<file path="config.mk">
export PLATFORM = sky130hd
export DESIGN_NAME = uart_serial_rx
export DESIGN_NICKNAME = d
export VERILOG_FILES = /design/src/rtl/uart_serial_rx_pkg.sv /design/src/rtl/uart_bit_sync.sv /design/src/rtl/uart_serial_rx.sv
export SDC_FILE = /design/constraint.sdc
export NUM_CORES = 1
export LEC_CHECK = 0
export ABC_AREA = 0
export CAP_MARGIN = 20
export CELL_PAD_IN_SITES_DETAIL_PLACEMENT = 1
export CELL_PAD_IN_SITES_GLOBAL_PLACEMENT = 2
export CORE_AREA = 2 2 60 104
export DETAILED_ROUTE_END_ITERATION = 10
export DIE_AREA = 0 0 62 106
export HOLD_SLACK_MARGIN = 0.05
export PLACE_DENSITY_LB_ADDON = 0.1
export SKIP_LAST_GASP = 1
export SLEW_MARGIN = 20
export SYNTH_ARGS = -nofsm -noshare
export SYNTH_HDL_FRONTEND = slang
export SYNTH_SLANG_ARGS = --single-unit
</file>
<file path="constraint.sdc">
create_clock -name clk -period 4.95 [get_ports clk]
set_input_delay 1.485 -clock clk [delete_from_list [all_inputs] [get_ports clk]]
set_output_delay 1.485 -clock clk [all_outputs]
set_load 0.01 [all_outputs]
</file>
<file path="src/rtl/uart_serial_rx_pkg.sv">
// Shared UART constants and state encoding, common to the receive and transmit paths.
package uart_serial_rx_pkg;

    localparam int unsigned FRAME_BITS = 11;
    localparam int unsigned DATA_BITS  = 8;

    typedef enum logic [2:0] {
        StIdle   = 3'd0,
        StStart  = 3'd1,
        StData   = 3'd2,
        StParity = 3'd3,
        StStop   = 3'd4
    } uart_state_e;

    // Parity bit a transmitter would append to the given byte.
    function automatic logic expected_parity(input logic [DATA_BITS-1:0] d, input logic odd);
        return (^d) ^ odd;
    endfunction

endpackage

</file>
<file path="src/rtl/uart_bit_sync.sv">
// Multi-flop synchroniser for one asynchronous input; resets to 1 (idle line level).
module uart_bit_sync #(
    parameter int unsigned SYNC_STAGES = 2
) (
    input  logic clk,
    input  logic ret,
    input  logic d,
    output logic q
);

    logic [SYNC_STAGES-1:0] sync;

    // Shift the raw input through the synchroniser chain.
    always_ff @(posedge clk or negedge ret) begin
        if (!ret) begin
            sync <= '1;
        end else begin
            sync <= {sync[SYNC_STAGES-2:0], d};
        end
    end

    assign q = sync[SYNC_STAGES-1];

endmodule

</file>
<file path="src/rtl/uart_serial_rx.sv">
// UART receiver: oversampled 11-bit frame (start, 8 data LSB-first, parity, stop)
// delivered through a level-valid / read-acknowledge output register.
module uart_serial_rx
    import uart_serial_rx_pkg::*;
#(
    parameter int unsigned CLKS_PER_BIT = 16,
    parameter int unsigned PARITY_ODD   = 0,
    parameter int unsigned SYNC_STAGES  = 2
) (
    input  logic                 clk,
    input  logic                 ret,
    input  logic                 rx,
    input  logic                 rd,
    output logic [DATA_BITS-1:0] data_out,
    output logic                 valid,
    output logic                 parity_err,
    output logic                 frame_err,
    output logic                 overrun,
    output logic                 busy
);

    localparam int unsigned CNT_W = $clog2(CLKS_PER_BIT);
    localparam logic [CNT_W-1:0] CNT_MID  = CNT_W'(CLKS_PER_BIT / 2 - 1);
    localparam logic [CNT_W-1:0] CNT_LAST = CNT_W'(CLKS_PER_BIT - 1);
    localparam logic [2:0]       IDX_LAST = 3'(DATA_BITS - 1);
    localparam logic             ODD_BIT  = PARITY_ODD[0];

    logic                 rxs;
    uart_state_e          state;
    logic [CNT_W-1:0]     cnt;
    logic [2:0]           bit_idx;
    logic [DATA_BITS-1:0] shreg;
    logic                 par_bad;
    logic                 sample;

    uart_bit_sync #(
        .SYNC_STAGES(SYNC_STAGES)
    ) u_sync (
        .clk(clk),
        .ret(ret),
        .d  (rx),
        .q  (rxs)
    );

    // Mid-bit sample point for DATA, PARITY and STOP.
    assign sample = (cnt == CNT_LAST);

    // Frame FSM, bit counters and the output holding register.
    always_ff @(posedge clk or negedge ret) begin
        if (!ret) begin
            state      <= StIdle;
            cnt        <= '0;
            bit_idx    <= '0;
            shreg      <= '0;
            par_bad    <= 1'b0;
            data_out   <= '0;
            valid      <= 1'b0;
            parity_err <= 1'b0;
            frame_err  <= 1'b0;
            overrun    <= 1'b0;
            busy       <= 1'b0;
        end else begin
            // A read consumes the held byte; a completing frame below overrides this.
            if (rd && valid) begin
                valid <= 1'b0;
            end

            unique case (state)
                StIdle: begin
                    cnt <= '0;
                    if (!rxs) begin
                        state <= StStart;
                        busy  <= 1'b1;
                    end
                end

                StStart: begin
                    if (cnt == CNT_MID) begin
                        cnt <= '0;
                        if (rxs) begin
                            // Low pulse shorter than half a bit: not a real start bit.
                            state <= StIdle;
                            busy  <= 1'b0;
                        end else begin
                            bit_idx <= '0;
                            state   <= StData;
                        end
                    end else begin
                        cnt <= cnt + 1'b1;
                    end
                end

                StData: begin
                    if (sample) begin
                        cnt   <= '0;
                        shreg <= {rxs, shreg[DATA_BITS-1:1]};
                        if (bit_idx == IDX_LAST) begin
                            state <= StParity;
                        end else begin
                            bit_idx <= bit_idx + 1'b1;
                        end
                    end else begin
                        cnt <= cnt + 1'b1;
                    end
                end

                StParity: begin
                    if (sample) begin
                        cnt     <= '0;
                        par_bad <= (rxs != expected_parity(shreg, ODD_BIT));
                        state   <= StStop;
                    end else begin
                        cnt <= cnt + 1'b1;
                    end
                end

                StStop: begin
                    if (sample) begin
                        cnt        <= '0;
                        data_out   <= shreg;
                        parity_err <= par_bad;
                        frame_err  <= ~rxs;
                        valid      <= 1'b1;
                        // Previous byte lost only if it was neither read earlier nor now.
                        if (valid && !rd) begin
                            overrun <= 1'b1;
                        end
                        // Leave at mid-stop so an immediately following start is caught.
                        state <= StIdle;
                        busy  <= 1'b0;
                    end else begin
                        cnt <= cnt + 1'b1;
                    end
                end

                default: begin
                    state <= StIdle;
                    busy  <= 1'b0;
                end
            endcase
        end
    end

endmodule

</file>
Word level (Yosys, flattened, before mapping)
Cells that the tools add are included. W data, S select, Z words.

Bitwise gates (word level): 2. Equal/unequal tests: 17. Multiplexer cells: 24. Add/subtract/negate cells: 2. Reduce and logical (&&, ||, !) cells: 16.

Operator list (number): $mux W3 (10); $ne A2 B2 Y1 const B (8); $pmux W3 S5 (1); $pmux W4 S3 (1); $reduce_and A5 Y1 (2); $mux W4 (2); $reduce_xor A8 Y1 (1); $mux W1 (7); $eq A3 B2 Y1 const B (2); $eq A3 B3 Y1 const B (2); $pmux W3 S2 (1); $reduce_and A2 Y1 (3); $reduce_and A6 Y1 (1); $add A4 B1 Y4 const B (1); $eq A4 B3 Y1 const B (1); $eq A4 B4 Y1 const B (1); $pmux W1 S4 (1); $add A3 B1 Y3 const B (1); $eq A3 B1 Y1 const B (1); $logic_not A3 Y1 (1); $reduce_and A3 Y1 (1); $reduce_bool A3 Y1 (1); $reduce_or A3 Y1 (1); $logic_and A1 B1 Y1 (2); 7 further kinds (8).

Register bits after elaboration: 34. Input bits: 4.

Logic depth before layout (Yosys ltp)
Gate-level depths: netlist (run 1).

Depth in word-level cells: 4. Depth in mapped cells: 8. Mapped depth without buffers: 5.

By module
Synthesis (run 1) repeated with hierarchy kept, for this count alone.

Cell total of the unflattened synthesis: 144. Area total of the unflattened synthesis: 1706.6 um2.

By module, submodules not included: uart_serial_rx (cells an instance 142, area an instance 1654.1 um2, instances 1); uart_bit_sync (cells an instance 2, area an instance 52.6 um2, instances 1).

Worst setup path before layout (run 1)
No wires, ideal clock.

Path type: register to output. Start point: reg busy. End point: out busy. Required time: 3465 ps. Path buffers: 0. Setup slack: 3074 ps. Arrival time: 391 ps. Stages on the path, launching flop included: 1. Path through: dfrtp_1.

RTL lines: start: declaration (line uart_serial_rx.sv:19) `output logic busy`; start signal: assignment (line uart_serial_rx.sv:61) `busy <= 1'b0;`; start signal: assignment (line uart_serial_rx.sv:73) `busy <= 1'b1;`; start signal: assignment (line uart_serial_rx.sv:83) `busy <= 1'b0;`.

No word-level cell between the ends.

Worst setup path in the final report (run 1)
Start point: reg busy. End point: out busy.

No word-level cell between the ends.

==> flow_metrics.py, run 1 <==
metrics = {
    "timing": {
        "post-route-period-util": 0.5425,
        "rsz0062_at_grt": "false",
        "hold_violations": 0,
        "min_period_ns": 2.685,
        "max_freq_mhz": 372.4,
        "slew_headroom": 0.5637,
        "fin_worst_skew_ns": 0.005598,
        "setup_viol_count_final": 0,
        "slew_viol_final": 0,
        "worst_pin_slew_ns": 0.6545,
        "setup-tns-final_ns": 0,
        "worst_slack_ns": 2.265,
    },
    "critical_path": {
        "crit_chain": "clkdlybuf4s50_1",
        "crit_buf_inv": 1,
        "rr_worst_depth": 4,
        "worstPathRequired_ns": 3.46,
        "crit_type": "reg2out",
        "startpoint_type": "flop",
        "cp-end-kind": "primary output",
        "critPathTopFamily": "buffers and inverters",
        "slowest_stage": "clkdlybuf4s50_1",
        "cp_num_cells": 1,
        "critPathMaxFanout": 3,
        "critPathMaxStageDelay_ns": 0.55,
        "worst_ep_arrival_time_ns": 1.20,
    },
    "placement": {
        "hpwl_mm": 2.521,
        "place.gp.congestion": 0.7004,
        "dp_worst_setup_slack_ns": 2.556,
        "portBuffers": 16,
    },
    "detailed_routing": {
        "vias": 1103,
        "dr.first_iter.drc_count": 23,
        "drt-pass1-iter-count": 4,
        "viasPerCell": 4.734,
        "final_antenna_net_count": 0,
        "wl_mm": 3.500,
        "drc": 0,
        "wire_per_inst_um": 15.02,
    },
    "grt": {
        "antenna_found_initial": 0,
        "grt_pass1_vias": 1189,
        "track_usage": 0.1242,
        "grt_pass1_wl_mm": 5.947,
        "grt_start_max_net_pins": 35,
        "gr-total-overflow": 0,
    },
    "synth": {
        "synth_fp_nets": 147,
        "synthCells": 140,
        "netlist_area_um2": 1675,
        "avgSynthCellArea_um2": 11.97,
        "yosysUniqueCellTypes": 41,
        "ys_seq_elements": 34,
        "ys_seq_area_frac": 0.5093,
        "yosysWarnings": 0,
    },
    "cells_and_area": {
        "final_core_util": 0.3401,
        "layout-drive-gt1-share": 0.1806,
        "nFillCells": 646,
        "nNetsFinal": 161,
        "antenna_cells": 0,
        "syn2layout_area_growth_pct": 17.48,
    },
    "status": {
        "status": "completed",
    },
    "power": {
        "fin_total_pwr_mw": 0.8115,
        "p_per_area_nw_per_um2": 412.3,
        "leakagePower_nw": 0.8952,
        "peakVddDrop_uv": 250.0,
    },
    "cts": {
        "post_cts_resized": 0,
        "cts.hold.buffers_added": 0,
        "clk_pin_slew_ns": 0.07,
        "tritoncts": "yes",
        "cts_htree_levels": 2,
        "clockBufferDepth": 2,
        "cts_num_sinks": 34,
        "clk_latency_ns": 0.28,
        "cts_setup_buffers": 0,
        "cts_made_buffers": 5,
        "cts_root_buf": "clkbuf_8",
    },
    "die": {
        "core_area_um2": 5787,
        "io_pins": 17,
        "die_h_um": 106,
        "placementRows": 37,
        "die_w_um": 62,
        "start_util": 0.2895,
        "die-area_um2": 6572,
    },
    "hold_path": {
        "hold_path_class": "reg2reg",
        "holdPathStages": 0,
    },
    "run": {
        "cap_violations": 0,
    },
}
## cells in the mapped netlist, drive strengths merged
library cell,instances,share of area
a211oi,2,0.0090
a21o,1,0.0045
a21oi,7,0.021
a221o,1,0.0060
a222oi,1,0.0060
a22o,2,0.010
a2bb2oi,1,0.0052
a41oi,1,0.0052
and3,2,0.0075
buf,10,0.038
dfrtp,32,0.48
dfstp,2,0.031
ha,3,0.022
inv,3,0.0067
maj3,1,0.0067
mux2,18,0.13
mux2i,1,0.0060
nand2,9,0.020
nand2b,2,0.0075
nand3,9,0.042
nor2,6,0.015
nor2b,3,0.011
nor3,1,0.0030
nor4,1,0.0037
o21a,1,0.0045
o21ai,6,0.018
o21bai,2,0.0090
o22ai,1,0.0037
o31ai,2,0.0090
o41ai,1,0.0052
xnor2,6,0.031
xnor3,1,0.013
xor2,1,0.0052
## layer usage
layer | part of all wire | track usage | vias to the layer above
li1 | - | - | 522
met4 | 0.021 | 0.05927 | 0
met5 | 0 | 0 | -
met1 | 0.40 | 0.1393 | 563
met3 | 0.023 | 0.02920 | 4
met2 | 0.55 | 0.2091 | 14
## cells by family after synthesis
group                    count (synthesis)  share of synthesized area
AO/OA/AOI/OAI                           29                     0.1165
XOR/XNOR                                 8                    0.05004
adder cells (fa/ha/maj)                  4                    0.02913
buffers and inverters                   13                    0.04481
flip-flops                              34                     0.5093
multiplexers                            19                     0.1404
AND/OR/NAND/NOR                         33                     0.1098
## per-stage QoR
stage	cells	instance area, µm²	hold WS, ns
after floorplan	140	1675	0.3452
after global placement	225	1877	0.3461
after detailed placement	225	1877	0.3490
after CTS	233	1968	0.3603
after global routing	233	1968	0.3676
final	233	1968	0.3579
## power breakdown
group | internal [mW] | switching, mW
clock network | 0.112 | 0.0975
logic | 0.107 | 0.101
registers | 0.315 | 0.0783
total | 0.535 | 0.277
## final cells by class
| cell class | count | area [µm²] | area share |
|---|---|---|---|
| clock buffers | 7 | 86.33 | 0.04387 |
| clock inverters | 1 | 5.005 | 0.002543 |
| inverters | 3 | 11.26 | 0.005722 |
| multi-input cells | 93 | 747.0 | 0.3795 |
| flip-flops and latches | 34 | 853.3 | 0.4336 |
| well taps | 78 | 97.59 | 0.04959 |
| repair buffers | 17 | 167.7 | 0.08519 |
## registers in the layout (all words and copies together) (netlist names), 2 cells and up
| register | cells |
|---|---|
| bit_idx | 3 |
| cnt | 4 |
| data_out | 8 |
| shreg | 8 |
| state | 3 |
| u_sync.sync | 2 |
## cells in the final DEF (no fill, tap or decap), types with 3 or more instances in the layout
cell type        Yosys  final
o21ai_0              4      4
dfrtp_1             32     32
clkdlybuf4s50_1      0     16
nor2b_1              3      3
xnor2_1              6      6
a21oi_1              7      7
clkbuf_8             0      6
ha_1                 3      3
nor2_1               5      5
mux2_2               7      7
nand2_1              9      9
mux2_4               6      6
nand3_1              7      7
mux2_1               5      5
## worst paths after layout
path | from | end | slack, ns
setup reg to reg | cnt[0] | data_out[4] | 3.03
setup / recovery | busy | busy | 2.26
hold / removal | u_sync.sync[0] | u_sync.sync[1] | 0.36
max in group asynchronous | ret | u_sync.sync[0] | 2.99
min in group asynchronous | ret | data_out[7] | 1.62
hold reg to reg | u_sync.sync[0] | u_sync.sync[1] | 0.36
Power figures use the tool's default switching activity.
==> run 2: changes to the inputs <==
==> constraint.sdc (replaced) <==
create_clock -name clk -period 2.4 [get_ports clk]
set_input_delay 0.72 -clock clk [delete_from_list [all_inputs] [get_ports clk]]
set_output_delay 0.72 -clock clk [all_outputs]
set_load 0.01 [all_outputs]
==> flow_metrics.py, run 2 (synthesis results as in run 1) <==
metrics = {
    "timing": {
        "fin_worst_skew_ns": 0.005045,
        "slew_viol_final": 0,
        "min_period_ns": 1.913,
        "rsz0062_at_grt": "false",
        "fin_hold_ws_ns": 0.3606,
        "slew_headroom": 0.5474,
        "setup-tns-final_ns": 0,
        "setup_viol_count_final": 0,
        "post-route-period-util": 0.7972,
        "hold_violations": 0,
        "max_freq_mhz": 522.7,
        "worst_pin_slew_ns": 0.6789,
    },
    "die": {
        "die_h_um": 106,
        "placementRows": 37,
        "io_pins": 17,
        "core_area_um2": 5787,
        "die_w_um": 62,
        "die-area_um2": 6572,
        "start_util": 0.2895,
    },
    "critical_path": {
        "critPathTopFamily": "buffers and inverters",
        "slowest_stage": "clkdlybuf4s50_1",
        "startpoint_type": "flop",
        "critPathMaxStageDelay_ns": 0.54,
        "crit_type": "reg2out",
        "cp-end-kind": "primary output",
        "crit_chain": "clkdlybuf4s50_1",
        "critPathMaxFanout": 3,
        "worst_ep_arrival_time_ns": 1.19,
        "worstPathRequired_ns": 1.68,
        "crit_buf_inv": 1,
    },
    "grt": {
        "track_usage": 0.1267,
        "grt_pass1_wl_mm": 6.092,
        "antenna_found_initial": 0,
        "gr-total-overflow": 0,
        "grt_start_max_net_pins": 35,
        "grt_pass1_vias": 1216,
    },
    "placement": {
        "hpwl_mm": 2.654,
        "place.gp.congestion": 0.6926,
        "postPlaceCellArea_um2": 1884,
        "dp.cells": 226,
        "portBuffers": 16,
    },
    "detailed_routing": {
        "dr.first_iter.drc_count": 20,
        "vias": 1128,
        "final_antenna_net_count": 0,
        "wl_mm": 3.658,
        "viasPerCell": 4.821,
        "drc": 0,
        "drt-pass1-iter-count": 4,
        "wire_per_inst_um": 15.63,
    },
    "cts": {
        "tritoncts": "yes",
        "cts_setup_buffers": 0,
        "clk_pin_slew_ns": 0.07,
        "post_cts_resized": 0,
        "cts_htree_levels": 2,
        "cts_made_buffers": 5,
        "cts_root_buf": "clkbuf_8",
        "cts_num_sinks": 34,
        "clockBufferDepth": 2,
        "clk_latency_ns": 0.28,
        "cts.hold.buffers_added": 0,
    },
    "cells_and_area": {
        "nNetsFinal": 162,
        "top_regs": "data_out (8), shreg (8), cnt (4)",
        "nFillCells": 659,
        "final_core_util": 0.3414,
        "layout.cells.non_filler": 234,
        "antenna_cells": 0,
        "syn2layout_area_growth_pct": 17.92,
        "final_cell_mix": "dfrtp_1, clkdlybuf4s50_1, nand2_1",
        "layout_commonest_cell": "dfrtp_1",
        "layout-drive-gt1-share": 0.1859,
        "final_area_um2": 1976,
    },
    "power": {
        "p_per_area_nw_per_um2": 857.2,
        "leakagePower_nw": 0.9002,
        "peakVddDrop_uv": 439.9,
    },
    "run": {
        "cap_violations": 0,
    },
    "hold_path": {
        "hold_path_class": "reg2reg",
    },
    "status": {
        "status": "completed",
    },
}
## run 2: cell types whose count changed in the layout (fill, tap and decap cells not counted), sizes merged
cell,previous run,this run
buf,1,2
## run 2: path summary, 6_finish.rpt
kind                           startpoint        endpoint  slack [ns]  cells past startpoint
setup reg to reg                   cnt[0]     data_out[4]        0.51                      4
hold / removal             u_sync.sync[0]  u_sync.sync[1]        0.36                      0
min in group asynchronous             ret     data_out[7]        0.85                      2
max in group asynchronous             ret  u_sync.sync[0]        1.20                      2
hold reg to reg            u_sync.sync[0]  u_sync.sync[1]        0.36                      0
setup / recovery                     busy            busy        0.49                      1
## run 2: metal layers
metal	share of wire	global-route usage	wire length, µm
met5	0	0	0
met4	0.023	0.06231	83
met3	0.020	0.02190	74
met2	0.56	0.2128	2053
met1	0.40	0.1467	1447
## run 2: layout make-up
| cell class | instances | area (µm²) | share of cell area |
|---|---|---|---|
| timing repair buffer | 18 | 175.2 | 0.08866 |
| clock inverter | 1 | 5.005 | 0.002533 |
| multi-input combinational | 93 | 747.0 | 0.3781 |
| clock buffer | 7 | 86.33 | 0.04370 |
| tap | 78 | 97.59 | 0.04940 |
| inverter | 3 | 11.26 | 0.005700 |
| sequential | 34 | 853.3 | 0.4319 |
## run 2: power breakdown
| part | internal (mW) | switching, mW |
|---|---|---|
| logic | 0.229 | 0.240 |
| clock network | 0.231 | 0.204 |
| registers | 0.650 | 0.140 |
| total | 1.11 | 0.583 |
## run 2: metrics by stage
stage / setup WS (ns) / power (mW)
2_1_floorplan: 0.6911 / 1.157
3_3_place_gp: 0.6033 / 1.262
3_5_place_dp: 0.5311 / 1.278
4_1_cts: 0.4634 / 1.727
5_1_grt: 0.3933 / 1.815
6_report: 0.4867 / 1.694
